**src/rtl/debounce_en_pkg.sv**
```systemverilog
// debounce_en_pkg: state encoding and parameter defaults shared by the debouncer files.
// Build option: DEBOUNCE_EN_FALL_PULSE_EN adds the fall strobe port.
package debounce_en_pkg;

    typedef enum logic [1:0] {
        S_LOW     = 2'd0,
        S_RISING  = 2'd1,
        S_HIGH    = 2'd2,
        S_FALLING = 2'd3
    } state_t;

    localparam int DEF_SYNC_STAGES = 2;
    localparam int DEF_STABLE_CNT  = 16;

    // Counter width for a qualification length; never below one bit.
    function automatic int cnt_width(input int stable_cnt);
        return (stable_cnt < 2) ? 1 : $clog2(stable_cnt);
    endfunction

endpackage

```
**src/rtl/debounce_en_sync_chain.sv**
```systemverilog
// sync_chain: DEPTH-flop synchroniser for an asynchronous single-bit input.
// Every stage clears to 0 on asynchronous active-low reset.
module sync_chain #(
    parameter int DEPTH = 2
) (
    input  logic i_clk,
    input  logic i_rst_n,
    input  logic i_d,
    output logic o_q
);

    logic [DEPTH-1:0] r_chain;

    always_ff @(posedge i_clk or negedge i_rst_n) begin
        if (!i_rst_n)
            r_chain <= '0;
        else
            r_chain <= {r_chain[DEPTH-2:0], i_d};
    end

    assign o_q = r_chain[DEPTH-1];

endmodule

```
**src/rtl/debounce_en.sv**
```systemverilog
// debounce_en: tick-qualified switch debouncer with registered level and edge strobes.
// Build option: DEBOUNCE_EN_FALL_PULSE_EN adds the fall strobe port and register.
module debounce_en
    import debounce_en_pkg::*;
#(
    parameter int SYNC_STAGES = DEF_SYNC_STAGES,
    parameter int STABLE_CNT  = DEF_STABLE_CNT
) (
    input  logic debounce_en_cport_clk,
    input  logic debounce_en_cport_rst_n,
    input  logic debounce_en_cport_tick,
    input  logic debounce_en_iport_raw,
`ifdef DEBOUNCE_EN_FALL_PULSE_EN
    output logic debounce_en_oport_fall,
`endif
    output logic debounce_en_oport_level,
    output logic debounce_en_oport_rise
);

    localparam int             CW       = cnt_width(STABLE_CNT);
    localparam logic [CW-1:0]  CNT_LAST = CW'(STABLE_CNT - 1);

    logic          w_syn;
    state_t        r_state, w_state_nxt;
    logic [CW-1:0] r_cnt, w_cnt_nxt;
    logic          r_level, r_rise;
    logic          w_done;

    sync_chain #(.DEPTH(SYNC_STAGES)) u_sync (
        .i_clk   (debounce_en_cport_clk),
        .i_rst_n (debounce_en_cport_rst_n),
        .i_d     (debounce_en_iport_raw),
        .o_q     (w_syn)
    );

    assign w_done = debounce_en_cport_tick && (r_cnt == CNT_LAST);

    // Bounce rejection outranks counting; every transition clears the counter.
    always_comb begin
        w_state_nxt = r_state;
        w_cnt_nxt   = r_cnt;
        unique case (r_state)
            S_LOW: begin
                if (w_syn) begin
                    w_state_nxt = S_RISING;
                    w_cnt_nxt   = '0;
                end
            end
            S_RISING: begin
                if (!w_syn) begin
                    w_state_nxt = S_LOW;
                    w_cnt_nxt   = '0;
                end else if (w_done) begin
                    w_state_nxt = S_HIGH;
                    w_cnt_nxt   = '0;
                end else if (debounce_en_cport_tick) begin
                    w_cnt_nxt   = r_cnt + 1'b1;
                end
            end
            S_HIGH: begin
                if (!w_syn) begin
                    w_state_nxt = S_FALLING;
                    w_cnt_nxt   = '0;
                end
            end
            S_FALLING: begin
                if (w_syn) begin
                    w_state_nxt = S_HIGH;
                    w_cnt_nxt   = '0;
                end else if (w_done) begin
                    w_state_nxt = S_LOW;
                    w_cnt_nxt   = '0;
                end else if (debounce_en_cport_tick) begin
                    w_cnt_nxt   = r_cnt + 1'b1;
                end
            end
            default: begin
                w_state_nxt = S_LOW;
                w_cnt_nxt   = '0;
            end
        endcase
    end

    always_ff @(posedge debounce_en_cport_clk or negedge debounce_en_cport_rst_n) begin
        if (!debounce_en_cport_rst_n) begin
            r_state <= S_LOW;
            r_cnt   <= '0;
            r_level <= 1'b0;
            r_rise  <= 1'b0;
        end else begin
            r_state <= w_state_nxt;
            r_cnt   <= w_cnt_nxt;
            r_level <= (w_state_nxt == S_HIGH) || (w_state_nxt == S_FALLING);
            r_rise  <= (r_state == S_RISING) && (w_state_nxt == S_HIGH);
        end
    end

`ifdef DEBOUNCE_EN_FALL_PULSE_EN
    logic r_fall;

    always_ff @(posedge debounce_en_cport_clk or negedge debounce_en_cport_rst_n) begin
        if (!debounce_en_cport_rst_n)
            r_fall <= 1'b0;
        else
            r_fall <= (r_state == S_FALLING) && (w_state_nxt == S_LOW);
    end

    assign debounce_en_oport_fall = r_fall;
`endif

    assign debounce_en_oport_level = r_level;
    assign debounce_en_oport_rise  = r_rise;

endmodule
```
**config.mk**
```make
export PLATFORM = sky130hd
export DESIGN_NAME = debounce_en
export DESIGN_NICKNAME = d
export VERILOG_FILES = /design/src/rtl/debounce_en_pkg.sv /design/src/rtl/debounce_en_sync_chain.sv /design/src/rtl/debounce_en.sv
export SDC_FILE = /design/constraint.sdc
export NUM_CORES = 1
export LEC_CHECK = 0
export ABC_CLOCK_PERIOD_IN_PS = 1260
export BUFFER_PORTS_ARGS = -buffer_cell sky130_fd_sc_hd__clkbuf_2
export CORE_AREA = 8 8 45 47
export DETAILED_ROUTE_END_ITERATION = 10
export DIE_AREA = 0 0 53 55
export GPL_ROUTABILITY_DRIVEN = 1
export PLACE_DENSITY = 0.64
export SETUP_SLACK_MARGIN = 0.2
export SYNTH_ARGS = -nofsm -noshare
export SYNTH_HDL_FRONTEND = slang
export SYNTH_HIERARCHICAL = 1
export SYNTH_SLANG_ARGS = --single-unit
export TNS_END_PERCENT = 50
```
**constraint.sdc**
```tcl
create_clock -name debounce_en_cport_clk -period 1.26 [get_ports debounce_en_cport_clk]
set_input_delay 0.063 -clock debounce_en_cport_clk [delete_from_list [all_inputs] [get_ports debounce_en_cport_clk]]
set_output_delay 0.063 -clock debounce_en_cport_clk [all_outputs]
set_load 0.01 [all_outputs]
```
# Word level (Yosys, flattened, before mapping)
# Cells that the tools add are included.
[totals]
register_bits = 10
input_bits = 4
[classes]
n_addsub = 1
eq_ne = 8
n_mux = 14
n_reduce_logical = 5
[ops]
columns = ["operator", "n"]
rows = [
  ["$mux W4", 6],
  ["$pmux W4 S4", 1],
  ["$mux W2", 6],
  ["$eq A2 B2 Y1 const B", 4],
  ["$pmux W2 S4", 1],
  ["$add A4 B1 Y4 const B", 1],
  ["$eq A4 B4 Y1 const B", 1],
  ["$eq A2 B1 Y1 const B", 1],
  ["$logic_and A1 B1 Y1", 2],
  ["$logic_not A2 Y1", 1],
  ["$ne A2 B1 Y1 const B", 1],
  ["$ne A2 B2 Y1 const B", 1],
  ["$reduce_and A2 Y1", 1],
  ["$logic_or A1 B1 Y1", 1],
]

# Depth between registers and ports, before layout
# Gate-level depths: netlist of run 1.
[depth]
word_depth = 7
ltp_mapped = 4

# Hierarchy
# The synthesis of run 1 kept the hierarchy.
[by_module_without_submodules]
columns = ["module", "instances", "cells_each", "area_each_um2", "seq_area_each_um2"]
rows = [
  ["debounce_en", 1, 38, 396.6, 175.2],
  ["sync_chain", 1, 2, 50.0, 50.0],
]

# Least setup slack after synthesis of run 1
# No wires, ideal clock.
[synth_timing]
path_type = "register -> register"
start = "register debounce_en_oport_level (netlist name)"
end = "register r_cnt[0]"
arrival_ns = 1.206
t_required_ns = 1.129
slack_ns = -0.078
stages_incl_launch_ff = 4
synth_period_minus_slack_ns = 1.338
path_cell_list = "dfrtp_1 > xor2_2 > and4_2 > or3_1"
[synth_lines]
columns = ["item", "line_no", "text"]
rows = [
  ["to (signal assigned)", "debounce_en.sv:92", "r_cnt <= w_cnt_nxt;"],
  ["to (decl)", "debounce_en.sv:25", "logic [CW-1:0] r_cnt, w_cnt_nxt;"],
]

==> results of run 1 <==
-- layout by cell type (no fill, tap or decap) --
cell type	count
a21oi_1	1
a31o_2	1
and4_1	1
and4_4	2
buf_4	8
buf_6	1
clkbuf_1	1
clkbuf_2	5
clkbuf_4	3
dfrtp_1	7
dfrtp_2	2
dlygate4sd3_1	2
ha_2	1
inv_1	2
mux2_2	1
nand2_1	4
nand2_2	1
nand2b_1	1
nand3b_1	2
nand4b_1	1
nor2_4	1
nor3b_1	2
nor3b_2	1
nor4_1	2
o2bb2ai_2	1
o31ai_1	1
or3_1	1
xnor2_2	1
xor2_1	1
xor2_4	1
-- metrics by stage --
step | hold slack (ps) | cells | power [mW]
floorplan | -233 | 40 | 0.339
global placement | -69.3 | 68 | 0.368
detailed placement | -64.3 | 68 | 0.369
CTS | 180 | 75 | 0.618
global route | 209 | 75 | 0.638
finish | 180 | 75 | 0.608
-- cells by family after synthesis --
logic type	after synthesis	synth area share, %
and+or+nand+nor	19	27.2
DFF	9	50.4
AOI/OAI and AO/OA	4	6.72
xor gates and xnor gates	3	7.56
buffers and inverters	3	2.80
muxes	1	2.52
adders and majority gates	1	2.80
-- sequential cells by signal, summed over array words and instances, names as in the netlist --
signal and flops:
debounce_en_oport_level 1, debounce_en_oport_rise 1, r_cnt 4, r_state 1, u_sync/r_chain 2
-- cell type report --
cell class	instances	share of cell area, %
multi-input cells	28	39.1
flip-flops and latches	9	34.9
repair buffers	16	17.8
clock buffers	4	4.02
well taps	16	3.07
inverters	2	1.15
-- what timing repair did --
action / 4_1_cts / 5_1_grt
pin swaps: 7 / 1
buffers inserted: 1 / 0
resized for setup: 4 / 3
hold endpoints to repair: 10 / 0
hold buffers: 2 / 0
endpoints found under the setup margin: 7 / 8
-- path summary, 6_finish.rpt --
kind,end,slack (ps),cells after the start
min in group debounce_en_cport_clk,r_cnt[2],230,4
worst min register to register,u_sync/r_chain[1],350,0
worst min-delay path,r_cnt[3],180,2
max in group asynchronous,u_sync/r_chain[1],870,2
worst max register to register,r_cnt[0],-20,3
worst max-delay path,r_cnt[0],-20,3
-- routing by layer --
metal  wire (um)  share of wire [%]
met5           0                  0
met4          24                2.5
met3          45                4.6
met2         468                 48
met1         439                 45
-- report_power, final --
group / total [mW] / switching (mW) / internal [mW]
clock: 0.232 / 0.109 / 0.122
sequential: 0.309 / 0.0112 / 0.298
combinational: 0.0677 / 0.0308 / 0.0369
==> run summary, run 1 <==
Top FF cell, synth = dfrtp_1
Post-synthesis sequential area ratio = 50.4%
Crit path max fanout = 3
Syn Inst Count = 40
Most area-hungry cell type in the Yosys netlist = dfrtp_1
CP peak stage delay = 460 ps
Num CTS Buffers = 3
Clock latency at the later pin of the worst-skew pair = 270 ps
Setup WS pre-CTS = -47.4 ps
Routability Congestion = 0.751
Gr busiest metal = met2
Initial Util = 32.3%
Arr. time, crit path = 1430 ps
Crit Path Class = register to register
Fin crit period = 1280 ps
Placed cell areas = 572 um^2
ANT nets after route = 0
CP max stage cell = dfrtp_2
Overflow after GRT = 0
Gr usage total = 7.88%
M2 GR Usage = 12.3%
Synth cell types = 22
Vias in the first global route = 377
Final worst path period share = 101%
EDFF count, synth = 0
Yosys top cell area share = 50.4%
Grt met3 use = 1.87%
Antenna violations before repair = 0
Die Y = 55 um
Failing checks = negative setup slack
Die width = 53 um
Pre-Repair DR Iteration Count = 4
Most common cell in the netlist = dfrtp_1
Synthesis Warnings = 6
Proportion of layout cells with a drive suffix above 1 = 50.8%
Top cells by area, synth = dfrtp_1 50%, nor3b_1 5.0%, nand2_1 4.2%
Critical path buffers and inverters = 0
Synthesized area per cell = 11.2 um^2
CTS tree = built
Post-synth top cells = 9 x dfrtp_1, 5 x nand2_1, 3 x nor3b_1
Total wire length = 978 um
Clk sinks = 9
Syn_nets = 45
Wire per inst = 13.0 um
Setup TNS = -33.0 ps
Wire length of the first global-routing pass = 1.61 mm
CP startpoint kind = register
Fin. Hold Viols = 0
Die area = 0.00292 mm^2
Fillers = 133
Final WS setup = -15.2 ps
Area of the core = 0.00138 mm^2
Worst Tran Pin Value = 285 ps
DRC = 0
Data required, critical path = 1410 ps
Fraction of registers with async set/reset = 100%
Static Leak = 0.299 nW
Max-slew violation count = 0
Crit path from = debounce_en_oport_level
Root Driver = clkbuf_4
Max_slew headroom = 81.0%
#FFs+latches synth = 9
Clock Skew = 4.96 ps
Routing usage on met1 = 9.03%
FF+latch area = 228 um^2
Longest Clk Path Bufs = 2
Area growth syn-to-layout = 46.2%
Mapped Area = 447 um^2
Clock slew at reported path FFs = 60 ps
Max_cap viols = 0
Fmax = 784 MHz
Final instance area = 653 um^2
Crit path cell chain = xor2_4 > and4_4 > or3_1
Vias = 357
RSZ-0062 raised after global routing = yes
H-tree levels = 1
Nets = 65
Multi-input gate area = 255 um^2
Pin count of the biggest net entering global routing = 10
Vias/cell = 4.76
DR iter-0 viols = 4
Final HPWL from detailed placement = 716 um
Site row count = 14
Setup violators final = 3
Count of input and output buffers = 5
HP Class = input pin to async pin
Kind of end point of the critical path = register
R2r startpoint = debounce_en_oport_level
Cell family contributing the most delay on the critical path = simple AND/OR/NAND/NOR gates
# IOs = 6
Max rail drop VDD = 644 uV
Antenna cells = 0
Fin util = 47.2%
Status = complete, but fails checks
Power Density = 931 mW/mm^2
(Power assumes the default switching activity.)
==> run 2: changes to the inputs <==
--- a/config.mk
+++ b/config.mk
@@ -5,13 +5,14 @@
 export SDC_FILE = /design/constraint.sdc
 export NUM_CORES = 1
 export LEC_CHECK = 0
+export ABC_AREA = 1
 export ABC_CLOCK_PERIOD_IN_PS = 1260
 export BUFFER_PORTS_ARGS = -buffer_cell sky130_fd_sc_hd__clkbuf_2
 export CORE_AREA = 8 8 45 47
 export DETAILED_ROUTE_END_ITERATION = 10
 export DIE_AREA = 0 0 53 55
 export GPL_ROUTABILITY_DRIVEN = 1
-export PLACE_DENSITY = 0.64
+export PLACE_DENSITY = 0.63
 export SETUP_SLACK_MARGIN = 0.2
 export SYNTH_ARGS = -nofsm -noshare
 export SYNTH_HDL_FRONTEND = slang
==> run summary, run 2 <==
Crit path max fanout = 4 (+1)
#FFs+latches synth = 9 (unchanged)
Synth cell types = 15 (-32%)
Site row count = 14 (unchanged)
Max_slew headroom = 85.7% (+4.8 points)
Fraction of registers with async set/reset = 100% (unchanged)
Most frequent cells in the layout = 16 x nand2_1, 9 x dfrtp_1, 5 x inv_1, 5 x nor2_1, 5 x clkbuf_2
Most common cell in the netlist = nand2_1
ANT nets after route = 0 (unchanged)
Fin crit period = 1090 ps (-187 ps)
Arr. time, crit path = 1290 ps (-140 ps)
Post-synth top cells = 17 x nand2_1, 9 x dfrtp_1, 6 x nor2_1
Cell family contributing the most delay on the critical path = simple AND/OR/NAND/NOR gates
Most area-hungry cell type in the Yosys netlist = dfrtp_1
Pin count of the biggest net entering global routing = 10 (unchanged)
Fmax = 919 MHz (+17%)
Wire length of the first global-routing pass = 1.44 mm (-11%)
Initial Util = 31.0% (-1.3 points)
Num CTS Buffers = 3 (unchanged)
Vias in the first global route = 338 (-10%)
Power Density = 1120 mW/mm^2 (+21%)
Number of flip-flops in the largest register = 4 (unchanged)
Fin util = 40.5% (-6.7 points)
Data required, critical path = 1470 ps (+60 ps)
Total wire length = 857 um (-12%)
Syn_nets = 55 (+22%)
Max_cap viols = 0 (unchanged)
FF-to-FF setup slack = 170 ps (+190 ps)
Clock Skew = 2.74 ps (-2.22 ps)
Nets = 69 (+6.2%)
Area of the core = 0.00138 mm^2 (unchanged)
Vias = 352 (-1.4%)
Largest regs = r_cnt: 4 flops, u_sync/r_chain: 2 flops
Clock latency at the later pin of the worst-skew pair = 270 ps (about the same)
Commonest non-fill, non-tap cell in the layout = nand2_1
Total power = 630 uW (+3.5%)
Mapped Area = 429 um^2 (-3.9%)
Number of instances in the placed design = 72 (+5.9%)
Final worst path period share = 86.3% (-15 points)
CTS tree = built
Gr usage total = 7.22% (-0.67 points)
Clk sinks = 9 (unchanged)
Syn Inst Count = 50 (+25%)
Proportion of layout cells with a drive suffix above 1 = 31.7% (-19 points)
DR iter-0 viols = 4 (unchanged)
Vias/cell = 4.46 (-6.4%)
Max-slew violation count = 0 (unchanged)
CP max stage cell = dfrtp_1
Reg2reg end = r_cnt[1]
Area growth syn-to-layout = 30.6%
Yosys top cell area share = 52.5% (+2.1 points)
Wire per inst = 10.8 um (-17%)
Setup TNS = 0 ps (+33.0 ps)
Antenna cells = 0 (unchanged)
Setup violators final = 0 (-3)
Clock slew at reported path FFs = 70 ps (about the same)
Post-synthesis sequential area ratio = 52.5% (+2.1 points)
Worst-case reg-to-reg path depth = 5 (+2)
Top cells by area, synth = dfrtp_1 52%, nand2_1 15%, nor2_1 5.2%
Static Leak = 0.274 nW (-8.3%)
Die width = 53 um (unchanged)
Root Driver = clkbuf_4
R2r startpoint = debounce_en_oport_level
Status = completed
RSZ-0062 raised after global routing = yes
Top FF cell, synth = dfrtp_1
H-tree levels = 1 (unchanged)
HP Class = input pin to async pin
Count of input and output buffers = 5 (unchanged)
Crit path cell chain = nand2_1 > nand3_2 > nor2_2 > nand2_1 > nand2_1
Longest Clk Path Bufs = 2 (unchanged)
Fin. Hold Viols = 0 (unchanged)
Routability Congestion = 0.847 (+13%)
Crit Path Class = register to register
CP startpoint kind = register
Worst Tran Pin Value = 214 ps (-71.6 ps)
Synthesis Warnings = 6 (unchanged)
Pre-Repair DR Iteration Count = 4 (unchanged)
Kind of end point of the critical path = register
DRC = 0 (unchanged)
# IOs = 6 (unchanged)
Overflow after GRT = 0 (unchanged)
Final HPWL from detailed placement = 600 um (-16%)
EDFF count, synth = 0 (unchanged)
CP peak stage delay = 430 ps (-30 ps)
Most used cell along the critical path = nand2_1
Max rail drop VDD = 687 uV (+6.7%)
Die Y = 55 um (unchanged)
Synthesized area per cell = 8.58 um^2 (-23%)
Largest reg by FF count = r_cnt
Finished Layout Cells = 79 (+5.3%)
Die area = 0.00292 mm^2 (unchanged)
Critical path buffers and inverters = 0 (unchanged)
Antenna violations before repair = 0 (unchanged)
run 2: cell types whose count changed after synthesis, moves of 2 or more:
cell      previous run  this run
o21ai_0              0         2
inv_1                2         5
nor3b_1              3         0
nor4_1               2         0
nor2_1               1         6
nand2_1              5        17
and4_1               2         0
nand3b_1             2         0
run 2: routing by layer:
| layer | wire (um) | part of all wire [%] | global-route usage (%) |
|---|---|---|---|
| met2 | 410 | 48 | 10.7 |
| met1 | 368 | 43 | 7.62 |
| met4 | 13 | 1.5 | 5.17 |
| met5 | 0 | 0 | 0 |
| met3 | 65 | 7.6 | 4.01 |
run 2: cell type report:
class	count	area, um^2
Clock buffer	3	22.5
Clock inverter	1	5.00
Sequential cell	9	225
Timing Repair Buffer	9	60.1
Multi-Input combinational cell	36	209
Fill cell	144	823
Inverter	5	18.8
Tap cell	16	20.0
run 2: power breakdown:
group | total [mW] | switching [mW] | internal, mW
clock | 0.234 | 0.117 | 0.117
sequential | 0.316 | 0.0136 | 0.303
combinational | 0.0787 | 0.0441 | 0.0346
total | 0.630 | 0.175 | 0.455
run 2: per-stage QoR:
step / area [um^2] / hold slack [ps] / setup WS, ps
CTS: 543 / 179 / 129
detailed placement: 482 / -64.6 / 88.6
global route: 561 / 191 / 99.8
finish: 561 / 171 / 172
floorplan: 429 / -233 / 210
global placement: 482 / -72.0 / 152
run 2: cell families (layout without fill, tap and decap cells):
logic type	after synthesis	in the layout	share of synthesized area, %
flops	9	9	52.5
fa+ha+maj	1	1	2.91
simple gates	29	29	31.5
compound gates	4	4	4.66
buf+inv	5	18	4.37
xor+xnor	2	2	4.08
run 2: how the worst max path moves through the flow:
stage | startpoint | endpoint | slack [ps] | cells after the start
6_report | debounce_en_oport_level | r_cnt[1] | 170 | 5
5_1_grt | debounce_en_oport_level | r_cnt[0] | 100 | 5
4_1_cts | r_cnt[0] | r_cnt[0] | 130 | 6
3_5_place_dp | r_cnt[0] | r_cnt[0] | 90 | 6
3_3_place_gp | r_cnt[0] | r_cnt[1] | 150 | 6
2_1_floorplan | r_cnt[0] | r_cnt[3] | 210 | 6
run 2: what timing repair did:
item / in CTS / in global routing
setup buffers: 1 / 0
hold buffers: 2 / 0
hold endpoints to repair: 10 / 0
pin swaps: 3 / 1
gates resized for setup: 2 / 4
cloned: 0 / 0
setup endpoints to repair: 7 / 7
==> run 3: changes to the inputs <==
--- a/config.mk
+++ b/config.mk
@@ -6,13 +6,13 @@
 export NUM_CORES = 1
 export LEC_CHECK = 0
 export ABC_AREA = 1
-export ABC_CLOCK_PERIOD_IN_PS = 1260
+export ABC_CLOCK_PERIOD_IN_PS = 1300
 export BUFFER_PORTS_ARGS = -buffer_cell sky130_fd_sc_hd__clkbuf_2
 export CORE_AREA = 8 8 45 47
 export DETAILED_ROUTE_END_ITERATION = 10
 export DIE_AREA = 0 0 53 55
 export GPL_ROUTABILITY_DRIVEN = 1
-export PLACE_DENSITY = 0.63
+export PLACE_DENSITY = 0.61
 export SETUP_SLACK_MARGIN = 0.2
 export SYNTH_ARGS = -nofsm -noshare
 export SYNTH_HDL_FRONTEND = slang
==> constraint.sdc (replaced) <==
create_clock -name debounce_en_cport_clk -period 1.3 [get_ports debounce_en_cport_clk]
set_input_delay 0.065 -clock debounce_en_cport_clk [delete_from_list [all_inputs] [get_ports debounce_en_cport_clk]]
set_output_delay 0.065 -clock debounce_en_cport_clk [all_outputs]
set_load 0.01 [all_outputs]
==> run summary, run 3 (same netlist as run 2, synthesis figures left out) <==
Commonest non-fill, non-tap cell in the layout = nand2_1
CP startpoint kind = register
Pin count of the biggest net entering global routing = 10 (unchanged)
Count of input and output buffers = 5 (unchanged)
Nets = 69 (unchanged)
Crit path max fanout = 4 (unchanged)
Antenna cells = 0 (unchanged)
WHS = 189 ps (+17.6 ps)
Final worst path period share = 80.6% (-5.7 points)
Clock latency at the later pin of the worst-skew pair = 260 ps (about the same)
Kind of end point of the critical path = register
Site row count = 14 (unchanged)
Area growth syn-to-layout = 37.0%
Most frequent cells in the layout = 15 x nand2_1, 9 x dfrtp_1, 5 x inv_1, 5 x clkbuf_2, 4 x nor2_1
Setup TNS = 0 ps (unchanged)
Fmax = 954 MHz (+3.8%)
RSZ-0062 raised after global routing = yes
HP Class = input pin to async pin
# IOs = 6 (unchanged)
Number of instances in the placed design = 71 (-1.4%)
Reg2reg end = r_cnt[0]
Clock slew at reported path FFs = 60 ps (about the same)
Final instance area = 588 um^2 (+4.9%)
ANT nets after route = 0 (unchanged)
Vias = 340 (-3.4%)
FF-to-FF setup slack = 250 ps (+80 ps)
Initial Util = 31.0% (unchanged)
Power Density = 1030 mW/mm^2 (-8.7%)
Routed wl met3 = 73 um (+12%)
Pre-Repair DR Iteration Count = 3 (-1)
DRT met1 WL = 338 um (-8.2%)
Placed cell areas = 474 um^2 (-1.6%)
Critical path buffers and inverters = 1 (+1)
Clk sinks = 9 (unchanged)
Status = completed
Die area = 0.00292 mm^2 (unchanged)
Setup violators final = 0 (unchanged)
DRC = 0 (unchanged)
Worst-case reg-to-reg path depth = 6 (+1)
Max_slew headroom = 84.7% (-1.1 points)
CP Depth = 6 (+1)
Fin crit period = 1050 ps (-40.1 ps)
Longest Clk Path Bufs = 2 (unchanged)
CP max stage cell = dfrtp_1
Wire per inst = 9.67 um (-11%)
Total wire length = 764 um (-11%)
Root Driver = clkbuf_4
Max-slew violation count = 0 (unchanged)
Max layer used = met4
R2r startpoint = debounce_en_oport_level
Clock Skew = 3.92 ps (+1.18 ps)
Met2 wire length = 339 um (-17%)
Finished Layout Cells = 79 (unchanged)
Area of the core = 0.00138 mm^2 (unchanged)
Number of flip-flops in the largest register = 4 (unchanged)
Max rail drop VDD = 723 uV (+5.3%)
Routability Congestion = 0.795 (-6.1%)
Largest regs = r_cnt: 4 flops, u_sync/r_chain: 2 flops
Crit path from = debounce_en_oport_level
Cell family contributing the most delay on the critical path = simple AND/OR/NAND/NOR gates
Data required, critical path = 1500 ps (+30 ps)
Crit path cell chain = inv_1 > nand2_2 > nand3_1 > nor2_4 > nand2_1 > nand2_1
Static Leak = 0.275 nW (+0.25%)
Most used cell along the critical path = nand2_1
Max_cap viols = 0 (unchanged)
Wire length of the first global-routing pass = 1.41 mm (-2.0%)
Die width = 53 um (unchanged)
Final HPWL from detailed placement = 565 um (-5.9%)
Die Y = 55 um (unchanged)
Vias/cell = 4.30 (-3.4%)
Arr. time, crit path = 1250 ps (-40 ps)
Setup crit end = r_cnt[0]
Antenna violations before repair = 0 (unchanged)
DR iter-0 viols = 1 (-3)
Vias in the first global route = 327 (-3.3%)
Worst Tran Pin Value = 230 ps (+16.0 ps)
H-tree levels = 1 (unchanged)
Crit Path Class = register to register
Fin. Hold Viols = 0 (unchanged)
Fillers = 141 (-2.1%)
Largest reg by FF count = r_cnt
CP peak stage delay = 410 ps (-20 ps)
Num CTS Buffers = 3 (unchanged)
CTS tree = built
Overflow after GRT = 0 (unchanged)
Total power = 603 uW (-4.2%)
Proportion of layout cells with a drive suffix above 1 = 33.3% (+1.6 points)
Gr usage total = 7.05% (-0.17 points)
==> run 3: cell counts in the layout (fill, tap and decap cells not counted) <==
No cell type changed its count.
==> run 3: report_power, final <==
part           switching [mW]  internal (mW)  total [mW]  leakage [nW]
registers              0.0145          0.294       0.308         0.115
logic                  0.0429         0.0353      0.0782         0.142
clock network           0.103          0.114       0.217        0.0177
total                   0.161          0.443       0.603         0.275
==> run 3: per-stage QoR <==
step                      setup slack, ps  utilization (%)
after floorplan                       235                -
after global placement                123             34.3
after detailed placement              110             34.3
after CTS                             208             39.2
after global routing                  183             42.5
final                                 252             42.5
==> run 3: routing by layer <==
layer  up-vias  GRT usage (%)
li1        180              -
met1       151           6.83
met2         7           10.4
met3         2           5.88
met4         0           3.88
met5         -              0
==> run 3: layout make-up <==
| class | instances | area, um^2 | area share, % |
|---|---|---|---|
| clock inverters | 1 | 5.00 | 0.851 |
| repair buffers | 9 | 60.1 | 10.2 |
| inverters | 5 | 18.8 | 3.19 |
| clock buffers | 3 | 22.5 | 3.83 |
| flip-flops and latches | 9 | 225 | 38.3 |
| multi-input cells | 36 | 236 | 40.2 |
| well taps | 16 | 20.0 | 3.40 |
==> run 3: timing repair <==
item / in CTS / in global routing
hold buffers: 2 / 0
pin swaps: 1 / 2
setup endpoints to repair: 6 / 6
gates resized for setup: 2 / 9
endpoints found under the hold margin: 10 / 0
setup buffers: 2 / 0
==> run 3: worst min-delay path by stage <==
stage	start	slack, ps	cells past startpoint	to
floorplan	debounce_en_cport_rst_n	-230	0	debounce_en_oport_level
global placement	debounce_en_cport_rst_n	-60	1	debounce_en_oport_rise
detailed placement	debounce_en_cport_rst_n	-60	1	debounce_en_oport_rise
CTS	debounce_en_cport_tick	170	4	r_cnt[0]
global route	debounce_en_cport_rst_n	220	2	u_sync/r_chain[1]
finish	debounce_en_cport_rst_n	190	2	r_state[0]
